## config.mk

```make
export PLATFORM = sky130hd
export DESIGN_NAME = led_display_hub75_rx
export DESIGN_NICKNAME = d
export VERILOG_FILES = /design/src/rtl/led_display_hub75_rx.sv
export SDC_FILE = /design/constraint.sdc
export NUM_CORES = 1
export LEC_CHECK = 0
export BUFFER_PORTS_ARGS = -buffer_cell sky130_fd_sc_hd__buf_2
export CAP_MARGIN = 25
export CORE_MARGIN = 4
export CORE_UTILIZATION = 35
export DETAILED_ROUTE_END_ITERATION = 8
export PLACE_DENSITY = 0.61
export SLEW_MARGIN = 20
export SYNTH_ARGS = -nofsm -noshare
export SYNTH_HDL_FRONTEND = slang
export SYNTH_SLANG_ARGS = --single-unit
```

## constraint.sdc

```tcl
create_clock -name clk_in -period 2.82 [get_ports clk_in]
set_input_delay 0.282 -clock clk_in [delete_from_list [all_inputs] [get_ports clk_in]]
set_output_delay 0.282 -clock clk_in [all_outputs]
set_load 0.05 [all_outputs]
```

## src/rtl/led_display_hub75_rx.sv

```systemverilog
// HUB75 serial row receiver: oversampled pins, row reconstruction, valid/ready row output.
// Optional: LED_DISPLAY_RX_PROTOCOL_CHECK_EN flags bit-clock rises seen while latch is high.
module led_display_hub75_rx #(
    parameter int NUM_COLS    = 64,
    parameter int ADDR_BITS   = 4,
    parameter int SYNC_STAGES = 2
) (
    input  logic                 clk_in,
    input  logic                 n_reset_in,
    input  logic                 bit_clk_in,
    input  logic                 latch_in,
    input  logic                 red_top_in,
    input  logic                 green_top_in,
    input  logic                 blue_top_in,
    input  logic                 red_bot_in,
    input  logic                 green_bot_in,
    input  logic                 blue_bot_in,
    input  logic [ADDR_BITS-1:0] row_address_in,
    output logic [NUM_COLS-1:0]  red_top_out,
    output logic [NUM_COLS-1:0]  green_top_out,
    output logic [NUM_COLS-1:0]  blue_top_out,
    output logic [NUM_COLS-1:0]  red_bot_out,
    output logic [NUM_COLS-1:0]  green_bot_out,
    output logic [NUM_COLS-1:0]  blue_bot_out,
    output logic [ADDR_BITS-1:0] row_address_out,
    output logic                 row_valid_out,
    input  logic                 row_ready_in,
    output logic                 bit_count_error_out,
    output logic                 overflow_out,
    output logic                 protocol_error_out
);

    localparam int PW = 8 + ADDR_BITS;
    localparam int CW = $clog2(NUM_COLS + 2);
    localparam logic [CW-1:0] CNT_FULL = CW'(NUM_COLS);
    localparam logic [CW-1:0] CNT_MAX  = CW'(NUM_COLS + 1);

    localparam logic [0:0] ST_SYNC  = 1'b0;
    localparam logic [0:0] ST_SHIFT = 1'b1;

    logic [PW-1:0]        pins;
    logic [PW-1:0]        sync_q [SYNC_STAGES];
    logic [PW-1:0]        p1_q;
    logic [1:0]           p2_q;
    logic                 bclk_rise_q;
    logic                 lat_rise_q;
    logic [5:0]           data_q;
    logic [ADDR_BITS-1:0] addr_q;

    logic [0:0]           state_q;
    logic [CW-1:0]        cnt_q, cnt_d;
    logic [NUM_COLS-1:0]  sh_q [6];
    logic [NUM_COLS-1:0]  sh_d [6];
    logic [NUM_COLS-1:0]  hold_q [6];

    assign pins = {row_address_in, latch_in, bit_clk_in, blue_bot_in, green_bot_in,
                   red_bot_in, blue_top_in, green_top_in, red_top_in};

    // Every pin takes the same path so data, clock, latch and address stay aligned;
    // edge detection is registered once more before the FSM acts on it.
    always_ff @(posedge clk_in or negedge n_reset_in) begin
        if (!n_reset_in) begin
            sync_q      <= '{default: '0};
            p1_q        <= '0;
            p2_q        <= '0;
            bclk_rise_q <= 1'b0;
            lat_rise_q  <= 1'b0;
            data_q      <= '0;
            addr_q      <= '0;
        end else begin
            sync_q[0] <= pins;
            for (int unsigned i = 1; i < SYNC_STAGES; i++) sync_q[i] <= sync_q[i-1];
            p1_q        <= sync_q[SYNC_STAGES-1];
            p2_q        <= p1_q[7:6];
            bclk_rise_q <= p1_q[6] & ~p2_q[0];
            lat_rise_q  <= p1_q[7] & ~p2_q[1];
            data_q      <= p1_q[5:0];
            addr_q      <= p1_q[PW-1:8];
        end
    end

    // A bit arriving together with the latch is shifted first so the latch sees it.
    always_comb begin
        sh_d  = sh_q;
        cnt_d = cnt_q;
        if (state_q == ST_SHIFT && bclk_rise_q) begin
            for (int unsigned c = 0; c < 6; c++) sh_d[c] = {sh_q[c][NUM_COLS-2:0], data_q[c]};
            if (cnt_q != CNT_MAX) cnt_d = cnt_q + 1'b1;
        end
    end

    always_ff @(posedge clk_in or negedge n_reset_in) begin
        if (!n_reset_in) begin
            state_q             <= ST_SYNC;
            cnt_q               <= '0;
            sh_q                <= '{default: '0};
            hold_q              <= '{default: '0};
            row_address_out     <= '0;
            row_valid_out       <= 1'b0;
            bit_count_error_out <= 1'b0;
            overflow_out        <= 1'b0;
        end else begin
            bit_count_error_out <= 1'b0;
            overflow_out        <= 1'b0;
            sh_q                <= sh_d;
            cnt_q               <= cnt_d;
            if (row_valid_out && row_ready_in) row_valid_out <= 1'b0;
            if (lat_rise_q) begin
                cnt_q <= '0;
                if (state_q == ST_SYNC) begin
                    state_q <= ST_SHIFT;
                end else if (cnt_d != CNT_FULL) begin
                    bit_count_error_out <= 1'b1;
                end else if (row_valid_out && !row_ready_in) begin
                    overflow_out <= 1'b1;
                end else begin
                    hold_q          <= sh_d;
                    row_address_out <= addr_q;
                    row_valid_out   <= 1'b1;
                end
            end
        end
    end

`ifdef LED_DISPLAY_RX_PROTOCOL_CHECK_EN
    logic lat_lvl_q;
    always_ff @(posedge clk_in or negedge n_reset_in) begin
        if (!n_reset_in) begin
            lat_lvl_q          <= 1'b0;
            protocol_error_out <= 1'b0;
        end else begin
            lat_lvl_q          <= p1_q[7];
            protocol_error_out <= bclk_rise_q & lat_lvl_q;
        end
    end
`else
    assign protocol_error_out = 1'b0;
`endif

    assign red_top_out   = hold_q[0];
    assign green_top_out = hold_q[1];
    assign blue_top_out  = hold_q[2];
    assign red_bot_out   = hold_q[3];
    assign green_bot_out = hold_q[4];
    assign blue_bot_out  = hold_q[5];

endmodule

```

; ---- Yosys cells after proc, flatten, opt, wreduce, memory -nomap -nowiden
; Index checks and enable logic that the tools add are counted.
; Widths: inputs -> output; s select.
[word_totals]
regBits = 833
out_inout_bits = 392
elab_cells = 56
[op_classes]
add_sub_neg = 1
eq_ne = 2
n_mux = 16
n_bitwise = 6
reduce_logical = 5
[op_table]
columns = operator, count
row1 = $mux 384, 1
row2 = $mux 7, 3
row3 = $ne 7x7->1 const B, 2
row4 = $mux 1, 12
row5 = $add 7x1->7 const B, 1
row6 = $not 1->1, 4
row7 = $reduce_and 4->1, 1
row8 = $logic_and 1x1->1, 3
row9 = $and 1x1->1, 2
row10 = $logic_not 1->1, 1

; ---- Logic depth before layout (Yosys ltp)
; Gate-level depths: netlist of run 1.
[depth]
depth_word = 7
depth_mapped = 10
ltp_nobuf = 7

; ---- Least setup slack after synthesis of run 1
; No wires, ideal clock.
[synth_timing]
path_kind = flip-flop to flip-flop
from = register cnt_q[0]
to = register hold_q, in the netlist blue_bot_out[61]
setup_time_ns = 0.125
arrival_time_ns = 2.341
t_required_ns = 2.695
slack_ns = 0.354
stages_incl_launch_ff = 10
synth_period_minus_slack_ns = 2.466
cell_sequence = dfrtp_1 ha_1 xor2_1 nor4bb_1 o221ai_1 and4bb_1 buf_6 buf_8 buf_6 mux2_4
[synth_between]
elab_chain_len = 6
[synth_rtl]
columns = element, line_no
row1 = from (decl), 51  ; logic [CW-1:0] cnt_q, cnt_d;
row2 = from (signal assigned), 106  ; cnt_q <= cnt_d;
row3 = $add 7x1->7 or $ne 7x7->1 (tied branches), 88  ; if (cnt_q != CNT_MAX) cnt_d = cnt_q + 1'b1;
row4 = $mux 7, 88
row5 = $mux 7 *, 86  ; if (state_q == ST_SHIFT && bclk_rise_q) begin
row6 = $ne 7x7->1 *, 112  ; end else if (cnt_d != CNT_FULL) begin
row7 = $not 1->1 (no source line) *, --
row8 = $reduce_and 4->1 (no source line) *, --
row9 = to (signal assigned), 97  ; hold_q <= '{default: '0};
row10 = to (signal assigned), 117  ; hold_q <= sh_d;
row11 = to (decl), 54  ; logic [NUM_COLS-1:0] hold_q [6];
; Every way passes the cells marked *; elsewhere a longest branch is shown, timed or not.
; A chain may end at the register's enable or synchronous reset.

; ---- Final worst setup path of run 1
[layout_timing]
from = register cnt_q[1]
to = register hold_q, in the netlist blue_top_out[63]
; Same word-level chain as after synthesis.

==> impl_metrics.yaml, run 1 <==
sta:
  rsz0062_at_grt: "true"
  final-max-slew-violation-count: 0
  worst_slack_ns: 0.001929
  tightest_slew_ns: 0.9221
  relSlewSlack_pct: 38.52
  finalCritPeriodShare_pct: 99.93
  skew_ns: 0.01526
  period_minus_slack_ns: 2.818
  hold_viol_final: 0
  max_freq_mhz: 354.9
  setup_viol: 0
clock_network:
  cts_tree: "yes"
  clkSinkCount: 833
  clockRootBuffer: "clkbuf_16"
  insertion_delay_ns: 0.65
  h-tree-depth: 3
  clockBufferDepth: 3
  path_clk_slew_ns: 0.06
  cts_buffers: 90
setup_path:
  cp_max_fo: 8
  path_cells: "inv_2, ha_4, nand4bb_1, o31a_1, o311a_1, and4bb_4, buf_12, buf_16, buf_8, mux2_2"
  critPathKind: "register to register"
  crit_family: "compound AO/OA/AOI/OAI gates"
  crit_slowest_cell: "dfrtp_1"
  path_buf_inv: 4
  rr_worst_depth: 10
  cp.arrival_ns: 3.34
  startpoint_type: "register"
  required_ns: 3.34
  crit_path_end_kind: "register"
  r2r_start: "cnt_q[1]$_DFF_PN0_"
  timing.rr.end: "blue_top_out[63]$_DFFE_PN0P_"
  regToRegSetupSlack_ns: 0.002
  max_stage_delay_ns: 0.42
  path_depth: 10
route:
  num_vias: 19370
  drc: 0
  antenna_left: 0
  viasPerCell: 4.503
  first_iter_violations: 1244
  post_drt_wl_per_cell_um: 17.50
  postRouteWirelength_um: 75270
  first_pass_iters: 5
yosys:
  synth_commonest_cells: "nand2_1 (1156), dfrtp_1 (833), mux2_4 (320)"
  ys_ff_latch: 833
  synthArstFlopShare_pct: 100.0
  synth-main-ff-cell: "dfrtp_1"
  ys_seq_area_share_pct: 65.32
  synth_cell_types: 41
  yosysTopAreaCell: "dfrtp_1"
  synth_compound_area_share_pct: 0.2901
  synth_fa_ha_area_share_pct: 0.07841
  synth_top_family_by_area: "multiplexers"
  synth.avg_cell_area_um2: 12.47
  yosysMostFrequentCell: "nand2_1"
  netlist_area_mm2: 0.03191
  synth-simple-area-share_pct: 14.17
  synth.net_count: 2577
  synth_edf_count: 0
  synth-xor-area-share_pct: 0.1098
  synthMuxAreaShare_pct: 17.49
  synth_cells: 2560
  synth_top_area_share_pct: 65.32
  ys_warn_count: 0
  synth.area.top_cells: "dfrtp_1 (65%), mux2_4 (15%), nand2_1 (14%)"
pwr:
  static-leakage-power_uw: 0.02179
  vdd_ir_drop_max_mv: 0.5871
  power.density_mw_per_mm2: 647.4
die:
  initial_core_util_pct: 35.35
  fp.coreArea_mm2: 0.09029
  ioPinCount: 407
  die_height_um: 310.0
  dieArea_mm2: 0.09608
  dieWidth_um: 310.0
  rows: 110
placed_design:
  dp_slack_ns: 0.01668
  io_buffers: 405
  dp_hpwl_um: 47610
  gp_congestion: 0.7396
finish:
  area_growth_pct: 24.33
  final_util_pct: 43.95
  drive_above_1_share_pct: 34.34
  layout.nets: 3071
grt:
  grt_pass1_vias: 19690
  antenna_found_initial: 0
  grt_first_pass_wirelength_um: 113900
  grt_max_degree: 173
  grtUsageTotal_pct: 14.85
  grt_overflow: 0
job:
  cap_violations: 0
run_status:
  status: "finished, final reports clean"
hold_path:
  hold_path.class: "input pin to async pin"
-- worst reg2reg max path: stages (launching register included) --
cell and delay, ns:
dfrtp_1 0.42, inv_2 0.10, ha_4 0.12, nand4bb_1 0.14, o31a_1 0.34, o311a_1 0.31, and4bb_4 0.40, buf_12 0.16
buf_16 0.19, buf_8 0.18, mux2_2 0.34
-- cell type report --
type,count,area (µm²)
multi-input cells,1593,10300
diodes,1,2.502
repair buffers,535,3909
inverters,1,3.754
clock buffers,126,2681
clock inverters,37,469.2
flip-flops and latches,833,20850
fillers,8252,50610
well taps,1176,1471
-- where the power goes --
group          internal (µW)  leakage (µW)  switching (µW)
combinational            235       0.00877             697
sequential             12300        0.0115             162
clock                   7470       0.00155            4870
total                  20000        0.0218            5730
-- flip-flops by register name, indices dropped and copies added (netlist names), 2 cells and up --
register,count
green_bot_out,64
red_top_out,64
sh_q,384
green_top_out,64
blue_bot_out,64
blue_top_out,64
data_q,6
addr_q,4
p2_q,2
row_address_out,4
cnt_q,7
sync_q,24
p1_q,12
red_bot_out,64
-- per-stage QoR --
step / cell area [µm²] / TNS, ns / cells / hold WS (ns) / total power [µW]
3_3_place_gp: 35580 / 0 / 4084 / 0.3218 / 13540
5_1_grt: 39680 / -7.014 / 4301 / 0.2342 / 26720
6_report: 39680 / 0 / 4302 / 0.2342 / 25690
4_1_cts: 38880 / 0 / 4261 / 0.1820 / 26050
2_1_floorplan: 31910 / 0 / 2560 / -0.01359 / 13030
3_5_place_dp: 35580 / 0 / 4084 / 0.3255 / 13550
-- cell usage in the layout, fill, tap and decap left out, types with 2 or more instances in the layout --
cell / Yosys / layout
bufinv_16: 0 / 9
inv_6: 0 / 3
buf_6: 34 / 12
a21oi_1: 2 / 2
nand3_1: 3 / 3
o31a_1: 2 / 2
xnor2_1: 2 / 2
dlygate4sd3_1: 0 / 14
clkbuf_1: 72 / 10
buf_8: 3 / 3
buf_2: 10 / 404
buf_12: 0 / 21
clkinvlp_4: 0 / 7
o21ai_0: 2 / 2
clkinv_2: 0 / 16
buf_16: 0 / 12
mux2_2: 68 / 67
xor2_1: 2 / 2
nor2b_1: 4 / 4
inv_16: 0 / 2
clkbuf_8: 0 / 23
buf_4: 1 / 52
clkbuf_16: 0 / 110
dfrtp_1: 833 / 832
nand2_1: 1156 / 1155
nor3_1: 3 / 3
mux2_4: 320 / 321
nor2_1: 7 / 7
-- worst max path at each step --
stage | slack (ns) | from | endpoint
global route | -0.06 | cnt_q[1]$_DFF_PN0_ | blue_top_out[63]$_DFFE_PN0P_
floorplan | 0.35 | cnt_q[0]$_DFF_PN0_ | blue_bot_out[61]$_DFFE_PN0P_
finish | 0.002 | cnt_q[1]$_DFF_PN0_ | blue_top_out[63]$_DFFE_PN0P_
global placement | 0.03 | cnt_q[0]$_DFF_PN0_ | blue_top_out[13]$_DFFE_PN0P_
CTS | 0.0005 | cnt_q[1]$_DFF_PN0_ | blue_top_out[3]$_DFFE_PN0P_
detailed placement | 0.02 | cnt_q[1]$_DFF_PN0_ | blue_top_out[3]$_DFFE_PN0P_
-- cells by family after synthesis --
kind of cell	Yosys count
DFF	833
xor gates and xnor gates	4
other	1
buffers and inverters	134
AOI/OAI and AO/OA	12
adders and majority gates	2
and+or+nand+nor	1185
muxes	389
-- routing by layer --
metal / wire length, µm / vias up / part of all wire (%) / track usage (%)
met5: 0 / - / 0 / 0
met4: 2076 / 0 / 2.8 / 5.075
met3: 3707 / 112 / 4.9 / 3.396
met2: 34630 / 410 / 46 / 23.04
met1: 34850 / 9645 / 46 / 20.67
li1: - / 9206 / - / -
-- repair_timing --
action | in CTS | in global routing
buffers inserted | 0 | 19
hold buffers | 14 | 0
setup endpoints to repair | 4 | 344
gates cloned | 0 | 21
pin swaps | 1 | 2
endpoints found under the hold margin | 50 | 0
gates resized for setup | 1 | 34
(Power assumes the default switching activity.)
==> inputs of run 2 (changes only) <==
CORE_UTILIZATION = 55   (was 35)
GPL_TIMING_DRIVEN = 0   (was unset)
PLACE_DENSITY = 0.84   (was 0.61)
==> impl_metrics.yaml, run 2 (synthesis results as in run 1) <==
clock_network:
  clockRootBuffer: "clkbuf_16"
  cts_buffers: 84
  path_clk_slew_ns: 0.06
  clkSinkCount: 833
  h-tree-depth: 3
  clockBufferDepth: 3
  insertion_delay_ns: 0.64
  cts_tree: "yes"
setup_path:
  cp_max_fo: 10
  crit_family: "buffers and inverters"
  timing.rr.end: "red_bot_out[59]$_DFFE_PN0P_"
  path_cells: "inv_2, ha_4, nand4bb_1, o31a_1, o311a_1, and4bb_4, buf_12, clkbuf_16, buf_8, mux2_4"
  path_depth: 10
  critPathKind: "register to register"
  required_ns: 3.32
  r2r_start: "cnt_q[1]$_DFF_PN0_"
  cp.arrival_ns: 3.36
  path_buf_inv: 4
  crit_path_end: "red_bot_out[59]$_DFFE_PN0P_"
  regToRegSetupSlack_ns: -0.04
  rr_worst_depth: 10
  cp-startpoint: "cnt_q[1]$_DFF_PN0_"
  crit_path_end_kind: "register"
  startpoint_type: "register"
  crit_slowest_cell: "dfrtp_2"
  max_stage_delay_ns: 0.44
finish:
  stdcell_count: 3919
  final_util_pct: 67.23
  top_register: "sh_q"
  largest_reg_flops: 384
  final_area_mm2: 0.03872
  drive_above_1_share_pct: 32.16
  final_cell_mix: "nand2_1 (1156), dfrtp_1 (831), buf_2 (411)"
  layout.nets: 3101
  layout_commonest_cell: "nand2_1"
  area_growth_pct: 21.32
route:
  num_vias: 20480
  first_iter_violations: 1494
  postRouteWirelength_um: 76230
  drc: 0
  viasPerCell: 5.227
  first_pass_iters: 5
  antenna_left: 0
  post_drt_wl_per_cell_um: 19.45
placed_design:
  io_buffers: 405
  dp_hpwl_um: 48020
  postPlaceCellArea_mm2: 0.03511
  gp_congestion: 0.8201
  place_inst: 3737
  dp_slack_ns: -0.1012
sta:
  period_minus_slack_ns: 2.863
  setup_viol: 231
  final-max-slew-violation-count: 0
  tightest_slew_ns: 0.7878
  skew_ns: 0.02609
  finalCritPeriodShare_pct: 101.5
  worst_slack_ns: -0.04336
  relSlewSlack_pct: 47.48
  rsz0062_at_grt: "true"
  hold_viol_final: 0
  max_freq_mhz: 349.2
grt:
  antenna_found_initial: 2
  grt_overflow: 0
  grtUsageTotal_pct: 23.49
  grt_pass1_vias: 21220
  grt_max_degree: 140
  grt_first_pass_wirelength_um: 117500
die:
  fp.coreArea_mm2: 0.05759
  die_height_um: 248.9
  ioPinCount: 407
  dieWidth_um: 248.9
  dieArea_mm2: 0.06194
  rows: 88
  initial_core_util_pct: 55.42
job:
  cap_violations: 0
pwr:
  total_power_uw: 24940
  vdd_ir_drop_max_mv: 0.6235
  power.density_mw_per_mm2: 644.3
  static-leakage-power_uw: 0.02145
hold_path:
  hold_path.class: "input pin to async pin"
run_status:
  violations: "negative setup slack"
  status: "finished, violations left"
## run 2: power breakdown
| group | total, µW | switching (µW) | leakage, µW | internal [µW] |
|---|---|---|---|---|
| clock network | 11600 | 4930 | 0.00142 | 6670 |
| logic | 932 | 705 | 0.00856 | 227 |
| registers | 12400 | 170 | 0.0115 | 12200 |
| total | 24900 | 5800 | 0.0215 | 19100 |
## run 2: what timing repair did
action                     in CTS  in global routing
setup endpoints to repair     316                380
gates resized for setup        10                 62
setup buffers                   0                  3
hold buffers                   14                  0
pin swaps                       2                  0
hold endpoints to repair      241                  0
gates cloned                    0                  9
## run 2: layer usage
layer	global-route usage (%)	vias up	routed length [µm]
met2	39.67	646	37740
met5	0	-	14
met3	6.087	190	4930
li1	-	9256	-
met1	29.75	10390	30720
met4	8.255	2	2822
## run 2: worst reg2reg max path, stage by stage, from the launching register on
cell       delay (ns)
dfrtp_2          0.44
inv_2            0.09
ha_4             0.12
nand4bb_1        0.16
o31a_1           0.33
o311a_1          0.31
and4bb_4         0.42
buf_12           0.18
clkbuf_16        0.21
buf_8            0.18
mux2_4           0.32
## run 2: area by class of cell
class	count	area [µm²]
Clock buffer	108	2322
Clock inverter	47	601.8
Buffer	133	1067
Multi-Input combinational cell	1593	10290
Fill cell	3766	18870
Sequential cell	833	20850
Tap cell	765	957.2
Antenna cell	1	2.502
Timing Repair Buffer	438	2623
Inverter	1	3.754
## run 2: worst min path at each step
stage	cells past startpoint	startpoint	to
floorplan	0	n_reset_in	addr_q[0]$_DFF_PN0_
global placement	0	sync_q[3]$_DFF_PN0_	p1_q[3]$_DFF_PN0_
detailed placement	1	n_reset_in	blue_bot_out[41]$_DFFE_PN0P_
CTS	2	n_reset_in	blue_bot_out[41]$_DFFE_PN0P_
global route	2	n_reset_in	blue_bot_out[41]$_DFFE_PN0P_
finish	2	n_reset_in	blue_bot_out[41]$_DFFE_PN0P_
## run 2: per-stage QoR
step | setup TNS, ns | hold WS [ns]
global placement | - | 0.3325
global route | -30.42 | 0.1615
CTS | 0 | 0.1265
floorplan | 0 | -0.01359
finish | -4.185 | 0.1488
detailed placement | -7.491 | 0.1976
